--- config.mk ---
export PLATFORM = sky130hd
export DESIGN_NAME = alu_arbiter
export DESIGN_NICKNAME = d
export VERILOG_FILES = /design/src/rtl/alu_arbiter.sv
export SDC_FILE = /design/constraint.sdc
export NUM_CORES = 1
export LEC_CHECK = 0
export ABC_CLOCK_PERIOD_IN_PS = 4300
export CAP_MARGIN = 0
export CELL_PAD_IN_SITES_DETAIL_PLACEMENT = 1
export CELL_PAD_IN_SITES_GLOBAL_PLACEMENT = 1
export CORE_MARGIN = 2
export CORE_UTILIZATION = 37
export DETAILED_ROUTE_END_ITERATION = 16
export MAX_ROUTING_LAYER = met4
export PLACE_DENSITY = 0.76
export SETUP_SLACK_MARGIN = 0.02
export SLEW_MARGIN = 20
export SYNTH_ARGS = -nofsm -noshare
export SYNTH_HDL_FRONTEND = slang
export SYNTH_SLANG_ARGS = --single-unit
--- constraint.sdc ---
create_clock -name clock -period 4.3 [get_ports clock]
set_input_delay 0.645 -clock clock [delete_from_list [all_inputs] [get_ports clock]]
set_output_delay 0.645 -clock clock [all_outputs]
set_load 0.01 [all_outputs]
--- src/rtl/alu_arbiter.sv ---
`default_nettype none
// ============================================================================
// Module      : alu_arbiter
// Description : Shares one 32-bit ALU between two requesters. Each requester
//               issues (op, A, B) over valid/ready. The winner's operands are
//               registered, the ALU runs for EXEC_CYCLES cycles and the result
//               (F/ZF/OF plus requester ID) is returned on a single
//               valid/ready response channel.
// Options     : `define ALU_ARB_ROUND_ROBIN_EN -> contention alternates
//               between requesters (round robin).
//               Undefined (default) -> requester 0 always wins contention.
// Revision    : 1.0 - initial release
// ============================================================================
module alu_arbiter #(
    parameter int EXEC_CYCLES = 1,   // legal range 1..15
    parameter int CNT_W       = 16
) (
    input  logic             clock,
    input  logic             rst,          // asynchronous, active low

    input  logic             req0_valid,
    output logic             req0_ready,
    input  logic [2:0]       req0_op,
    input  logic [31:0]      req0_a,
    input  logic [31:0]      req0_b,

    input  logic             req1_valid,
    output logic             req1_ready,
    input  logic [2:0]       req1_op,
    input  logic [31:0]      req1_a,
    input  logic [31:0]      req1_b,

    output logic             rsp_valid,
    input  logic             rsp_ready,
    output logic             rsp_id,
    output logic [31:0]      rsp_f,
    output logic             rsp_zf,
    output logic             rsp_of,

    output logic             busy,
    output logic [CNT_W-1:0] op_count
);

    // ------------------------------------------------------------------------
    // Constants
    // ------------------------------------------------------------------------
    localparam logic [1:0] ST_IDLE = 2'd0;
    localparam logic [1:0] ST_EXEC = 2'd1;
    localparam logic [1:0] ST_RESP = 2'd2;

    localparam logic [2:0] OP_AND = 3'd0;
    localparam logic [2:0] OP_OR  = 3'd1;
    localparam logic [2:0] OP_XOR = 3'd2;
    localparam logic [2:0] OP_NOR = 3'd3;
    localparam logic [2:0] OP_ADD = 3'd4;
    localparam logic [2:0] OP_SUB = 3'd5;
    localparam logic [2:0] OP_SLT = 3'd6;
    localparam logic [2:0] OP_SLL = 3'd7;

    // Counter preload: the EXEC state lasts exactly EXEC_CYCLES cycles,
    // the last of which sees the counter at zero.
    localparam logic [3:0] EXEC_LOAD = 4'(EXEC_CYCLES - 1);

    // ------------------------------------------------------------------------
    // State and datapath registers
    // ------------------------------------------------------------------------
    logic [1:0]  state;
    logic [3:0]  exec_cnt;
    logic [2:0]  op_q;
    logic [31:0] a_q;
    logic [31:0] b_q;

    // last_grant records the most recently accepted requester. It is only
    // written on a handshake, so it also serves as the captured ID of the
    // operation currently in flight.
    logic        last_grant;

    // ------------------------------------------------------------------------
    // Combinational signals
    // ------------------------------------------------------------------------
    logic        grant;
    logic        accept;
    logic        in_idle;
    logic        exec_done;
    logic        rsp_fire;
    logic [32:0] sum33;
    logic [31:0] alu_f;
    logic        alu_of;

    assign in_idle   = (state == ST_IDLE);
    assign exec_done = (state == ST_EXEC) && (exec_cnt == 4'd0);
    assign rsp_fire  = (state == ST_RESP) && rsp_valid && rsp_ready;
    assign busy      = !in_idle;

    // Arbitration: a lone requester always wins; contention is resolved by
    // either alternating (round robin) or fixed priority to requester 0.
    always_comb begin
        grant = 1'b0;
        if (req0_valid && req1_valid) begin
`ifdef ALU_ARB_ROUND_ROBIN_EN
            grant = ~last_grant;
`else
            grant = 1'b0;
`endif
        end else if (req1_valid) begin
            grant = 1'b1;
        end
    end

    // Ready is combinational and mutually exclusive because grant selects one.
    assign req0_ready = in_idle && (grant == 1'b0) && req0_valid;
    assign req1_ready = in_idle && (grant == 1'b1) && req1_valid;
    assign accept     = req0_ready || req1_ready;

    // ALU: operates solely on the captured operand registers.
    always_comb begin
        sum33  = 33'd0;
        alu_f  = 32'd0;
        alu_of = 1'b0;
        case (op_q)
            OP_AND: alu_f = a_q & b_q;
            OP_OR:  alu_f = a_q | b_q;
            OP_XOR: alu_f = a_q ^ b_q;
            OP_NOR: alu_f = ~(a_q | b_q);
            OP_ADD: begin
                sum33  = {1'b0, a_q} + {1'b0, b_q};
                alu_f  = sum33[31:0];
                alu_of = a_q[31] ^ b_q[31] ^ sum33[31] ^ sum33[32];
            end
            OP_SUB: begin
                // Bit 32 is the borrow; together with the un-inverted B sign
                // the same XOR form yields the signed overflow.
                sum33  = {1'b0, a_q} - {1'b0, b_q};
                alu_f  = sum33[31:0];
                alu_of = a_q[31] ^ b_q[31] ^ sum33[31] ^ sum33[32];
            end
            OP_SLT: alu_f = {31'd0, (a_q < b_q)};
            OP_SLL: begin
                // Any shift amount of 32 or more clears the result.
                if (|a_q[31:5]) begin
                    alu_f = 32'd0;
                end else begin
                    alu_f = b_q << a_q[4:0];
                end
            end
            default: alu_f = 32'd0;
        endcase
    end

    // ------------------------------------------------------------------------
    // Sequential logic
    // ------------------------------------------------------------------------

    // Control FSM and execution countdown.
    always_ff @(posedge clock or negedge rst) begin
        if (!rst) begin
            state    <= ST_IDLE;
            exec_cnt <= 4'd0;
        end else begin
            case (state)
                ST_IDLE: begin
                    if (accept) begin
                        state    <= ST_EXEC;
                        exec_cnt <= EXEC_LOAD;
                    end
                end
                ST_EXEC: begin
                    if (exec_cnt == 4'd0) begin
                        state <= ST_RESP;
                    end else begin
                        exec_cnt <= exec_cnt - 4'd1;
                    end
                end
                ST_RESP: begin
                    if (rsp_valid && rsp_ready) begin
                        state <= ST_IDLE;
                    end
                end
                default: begin
                    state    <= ST_IDLE;
                    exec_cnt <= 4'd0;
                end
            endcase
        end
    end

    // Capture the granted requester's command on the handshake.
    always_ff @(posedge clock or negedge rst) begin
        if (!rst) begin
            op_q       <= 3'd0;
            a_q        <= 32'd0;
            b_q        <= 32'd0;
            last_grant <= 1'b1;
        end else if (accept) begin
            op_q       <= grant ? req1_op : req0_op;
            a_q        <= grant ? req1_a  : req0_a;
            b_q        <= grant ? req1_b  : req0_b;
            last_grant <= grant;
        end
    end

    // Response channel: load at the end of EXEC, hold until consumed.
    always_ff @(posedge clock or negedge rst) begin
        if (!rst) begin
            rsp_valid <= 1'b0;
            rsp_id    <= 1'b0;
            rsp_f     <= 32'd0;
            rsp_zf    <= 1'b0;
            rsp_of    <= 1'b0;
        end else if (exec_done) begin
            rsp_valid <= 1'b1;
            rsp_id    <= last_grant;
            rsp_f     <= alu_f;
            rsp_zf    <= (alu_f == 32'd0);
            rsp_of    <= alu_of;
        end else if (rsp_fire) begin
            rsp_valid <= 1'b0;
        end
    end

    // Completed-response counter, wraps naturally at 2^CNT_W.
    always_ff @(posedge clock or negedge rst) begin
        if (!rst) begin
            op_count <= '0;
        end else if (rsp_fire) begin
            op_count <= op_count + CNT_W'(1);
        end
    end

endmodule
`default_nettype wire

==> metrics <==
outcome finished, final reports clean; Commonest cells post-synth nand2_1, o21ai_0, nor2_1; clk sinks 126; Reg power frac 13.0%; Design Area, Final 17100 µm²; DIE WIDTH 192 µm; Worst Path Class, Setup reg -> reg; CP bufs+invs 2; DRT iter0 DRCs 1466; dpl cells 2388; Synth Net Count 1932; root buffer selected by CTS clkbuf_16; total die area 36900 µm²; WL/cell 25.0 µm; most common cell in the netlist nand2_1; TritonCTS clock tree built; Switch Pwr 9800 µW; Crit path max-delay family compound AO/OA/AOI/OAI gates; sequential share of the synthesized area 24.1%; Post-Synthesis Cells 1684; vias per inst 6.01; non-filler cells, final 2420; cell breakdown of the critical path inv_1, ha_1, nor2_1, a211oi_1, buf_4, a211oi_2, o311ai_1, a21oi_2, a221oi_1, o32ai_1, nand4_1, a2111o_1, nor4_2, a32o_1; first-pass GRT wire length 90800 µm; final net count 2200; Pint 7850 µW; Final GP Congestion 1.03; Async SR Flop Fraction 100%; number of synthesized flops with an enable pin 0; DRC Markers 0; clock buffer depth 2; initial antenna violation count 0; 1st-pass router iterations 5; IO buf count 193; Slew Limit Fails 0; Core Rows 68; GRT overflow 0; Synth cell types 84; Total Wirelength 60600 µm; detailed-route via count 14.5k; Initial Util 37.7%; area leader, netlist dfrtp_1; share of cells above drive strength 1 13.8%; worst-margin pin slew 0.896 ns; synthesized area 13100 µm²; Clock transition at path regs 0.06 ns; Final Skew 0.00855 ns; share of Yosys cell area claimed by the top area cell type 23.9%; vias in the first global route 14.6k; MaxCap Viol Count 0; final hold vios 0; largest net degree at the start of global routing 82; Worst R2R Start a_q[3]; static leakage 0.00742 µW; crit-path max cell delay 0.46 ns; Total Routing Usage GR 34.2%; Reg2Reg Depth 14; WP data required 4.70 ns; period utilization 95.7%; Clock Power Share 8.5%; CP Capture Type flip-flop; Peak VDD IR 0.000370 V; Max Fanout on Critical Path 9; Worst Hold Class in -> async; Fill cells 4278; antenna-violating nets left 0; Max-slew headroom 40.3%; Final min period 4.12 ns; Fmax 243 MHz; ANT cells 0; DPL Wire Length 49000 µm; combinational power share 78.5%; number of CTS-inserted buffers 17; DP Area 16400 µm²; worst skew pair latency 0.46 ns; dominant cells by area after synthesis dfrtp_1, ha_1, mux2i_1; Net Sw Frac 55.5%; Avg Inst Size Synth 7.77 µm²; Worst path slowest cell o32ai_1; H-tree Lvls 4; number of top-level pins 194; Worst Setup Start Kind flip-flop; PwrDens 1030 nW/µm²; Critical Path AT 4.51 ns; height of the die 192 µm; synthesized flop and latch total 126; endpoints failing setup 0; R2R Path End rsp_zf; Synth Warn # 0; Area growth syn-to-layout 30.6%; CTS Hold Bufs 0; core area 34700 µm²; Synth Flop Type dfrtp_1; worst reg2reg setup slack 0.18 ns
[final cells by class]
cell class | count | area [µm²] | share of cell area [%]
clock inverter | 14 | 155 | 0.907
inverter | 105 | 394 | 2.30
tap | 455 | 569 | 3.33
timing repair buffer | 361 | 3240 | 18.9
clock buffer | 18 | 429 | 2.51
sequential | 126 | 3160 | 18.5
multi-input combinational | 1341 | 9160 | 53.5
[logic make-up (layout without fill, tap and decap cells)]
| logic type | Yosys count | in the layout | synth area share [%] |
|---|---|---|---|
| XOR/XNOR | 49 | 49 | 3.28 |
| flip-flops | 126 | 126 | 24.1 |
| multiplexers | 129 | 129 | 11.9 |
| buffers and inverters | 217 | 498 | 6.66 |
| AND/OR/NAND/NOR | 519 | 519 | 17.5 |
| AO/OA/AOI/OAI | 535 | 535 | 26.1 |
| adder cells (fa/ha/maj) | 109 | 109 | 10.5 |
[layout by cell type, fill, tap and decap left out, types with 7 or more instances in the layout]
cell type / n
a211oi_1: 25
inv_1: 97
a31oi_1: 16
and2_1: 9
a22oi_1: 7
nor2_1: 125
o21bai_1: 9
clkbuf_16: 17
nand3_1: 29
a21o_1: 16
a21oi_1: 118
o21ai_0: 177
nand4_1: 18
xor2_1: 8
mux2i_1: 100
o21a_1: 8
nor3_1: 25
a21boi_0: 12
mux4_2: 20
buf_4: 164
ha_1: 106
dfrtp_1: 122
o31ai_1: 21
nor4_1: 13
nand2_1: 243
o211ai_1: 21
xnor2_1: 41
clkdlybuf4s50_1: 192
nor2b_1: 12
mux2_2: 8
o22ai_1: 13
and3_1: 8
[how the worst max path moves through the flow]
stage          startpoint  endpoint  slack [ns]  cells past startpoint
6_report           a_q[3]    rsp_zf        0.18                     14
5_1_grt            a_q[8]    rsp_zf      -0.002                     14
4_1_cts            a_q[0]    rsp_zf        0.05                     16
3_5_place_dp       a_q[2]    rsp_zf        -0.1                     17
3_3_place_gp       a_q[2]    rsp_zf        -0.1                     17
2_1_floorplan      a_q[0]    rsp_zf        0.18                     18
[power by group through the flow]
| stage | combinational [µW] | clock (µW) | sequential (µW) |
|---|---|---|---|
| after floorplan | 7720 | 0 | 2230 |
| after global placement | 13100 | 0 | 2260 |
| after detailed placement | 13300 | 0 | 2300 |
| after CTS | 13400 | 1520 | 2280 |
| after global routing | 14800 | 1560 | 2360 |
| final | 13900 | 1490 | 2290 |
[registers in the layout (all words and copies together) (netlist names)]
name and cells:
a_q 32, rsp_of 1, rsp_valid 1, b_q 32, rsp_zf 1, exec_cnt 4
state 2, rsp_id 1, op_count 16, rsp_f 32, last_grant 1, op_q 3
[repair_timing]
action / 4_1_cts / 5_1_grt
setup buffers: 0 / 0
setup endpoints to repair: 1 / 1
resized for setup: 2 / 16
[routing by layer]
metal | track usage (%) | vias up | routed length [µm]
met5 | - | - | 0
met4 | 11.3 | 0 | 1800
met3 | 5.97 | 93 | 4420
li1 | - | 6563 | -
met2 | 49.5 | 654 | 26200
met1 | 48.1 | 7226 | 28200
[per-stage QoR]
step / power, µW / hold slack, ns / setup TNS (ns) / util, % / setup slack, ns
6_report: 17700 / 0.232 / 0 / 49.3 / 0.183
5_1_grt: 18700 / 0.305 / -0.00207 / 49.3 / -0.00207
4_1_cts: 17200 / 0.270 / 0 / 49.1 / 0.0462
3_5_place_dp: 15600 / 0.467 / -0.0960 / 47.4 / -0.0960
3_3_place_gp: 15300 / 0.459 / -0.0956 / 47.4 / -0.0956
2_1_floorplan: 9950 / 0.349 / 0 / - / 0.178
[worst register-to-register path: stages (launching register included)]
cell	delay [ns]
dfrtp_1	0.41
inv_1	0.08
ha_1	0.43
nor2_1	0.34
a211oi_1	0.15
buf_4	0.16
a211oi_2	0.29
o311ai_1	0.27
a21oi_2	0.32
a221oi_1	0.13
o32ai_1	0.46
nand4_1	0.15
a2111o_1	0.41
nor4_2	0.26
a32o_1	0.19
(Power assumes the default switching activity.)
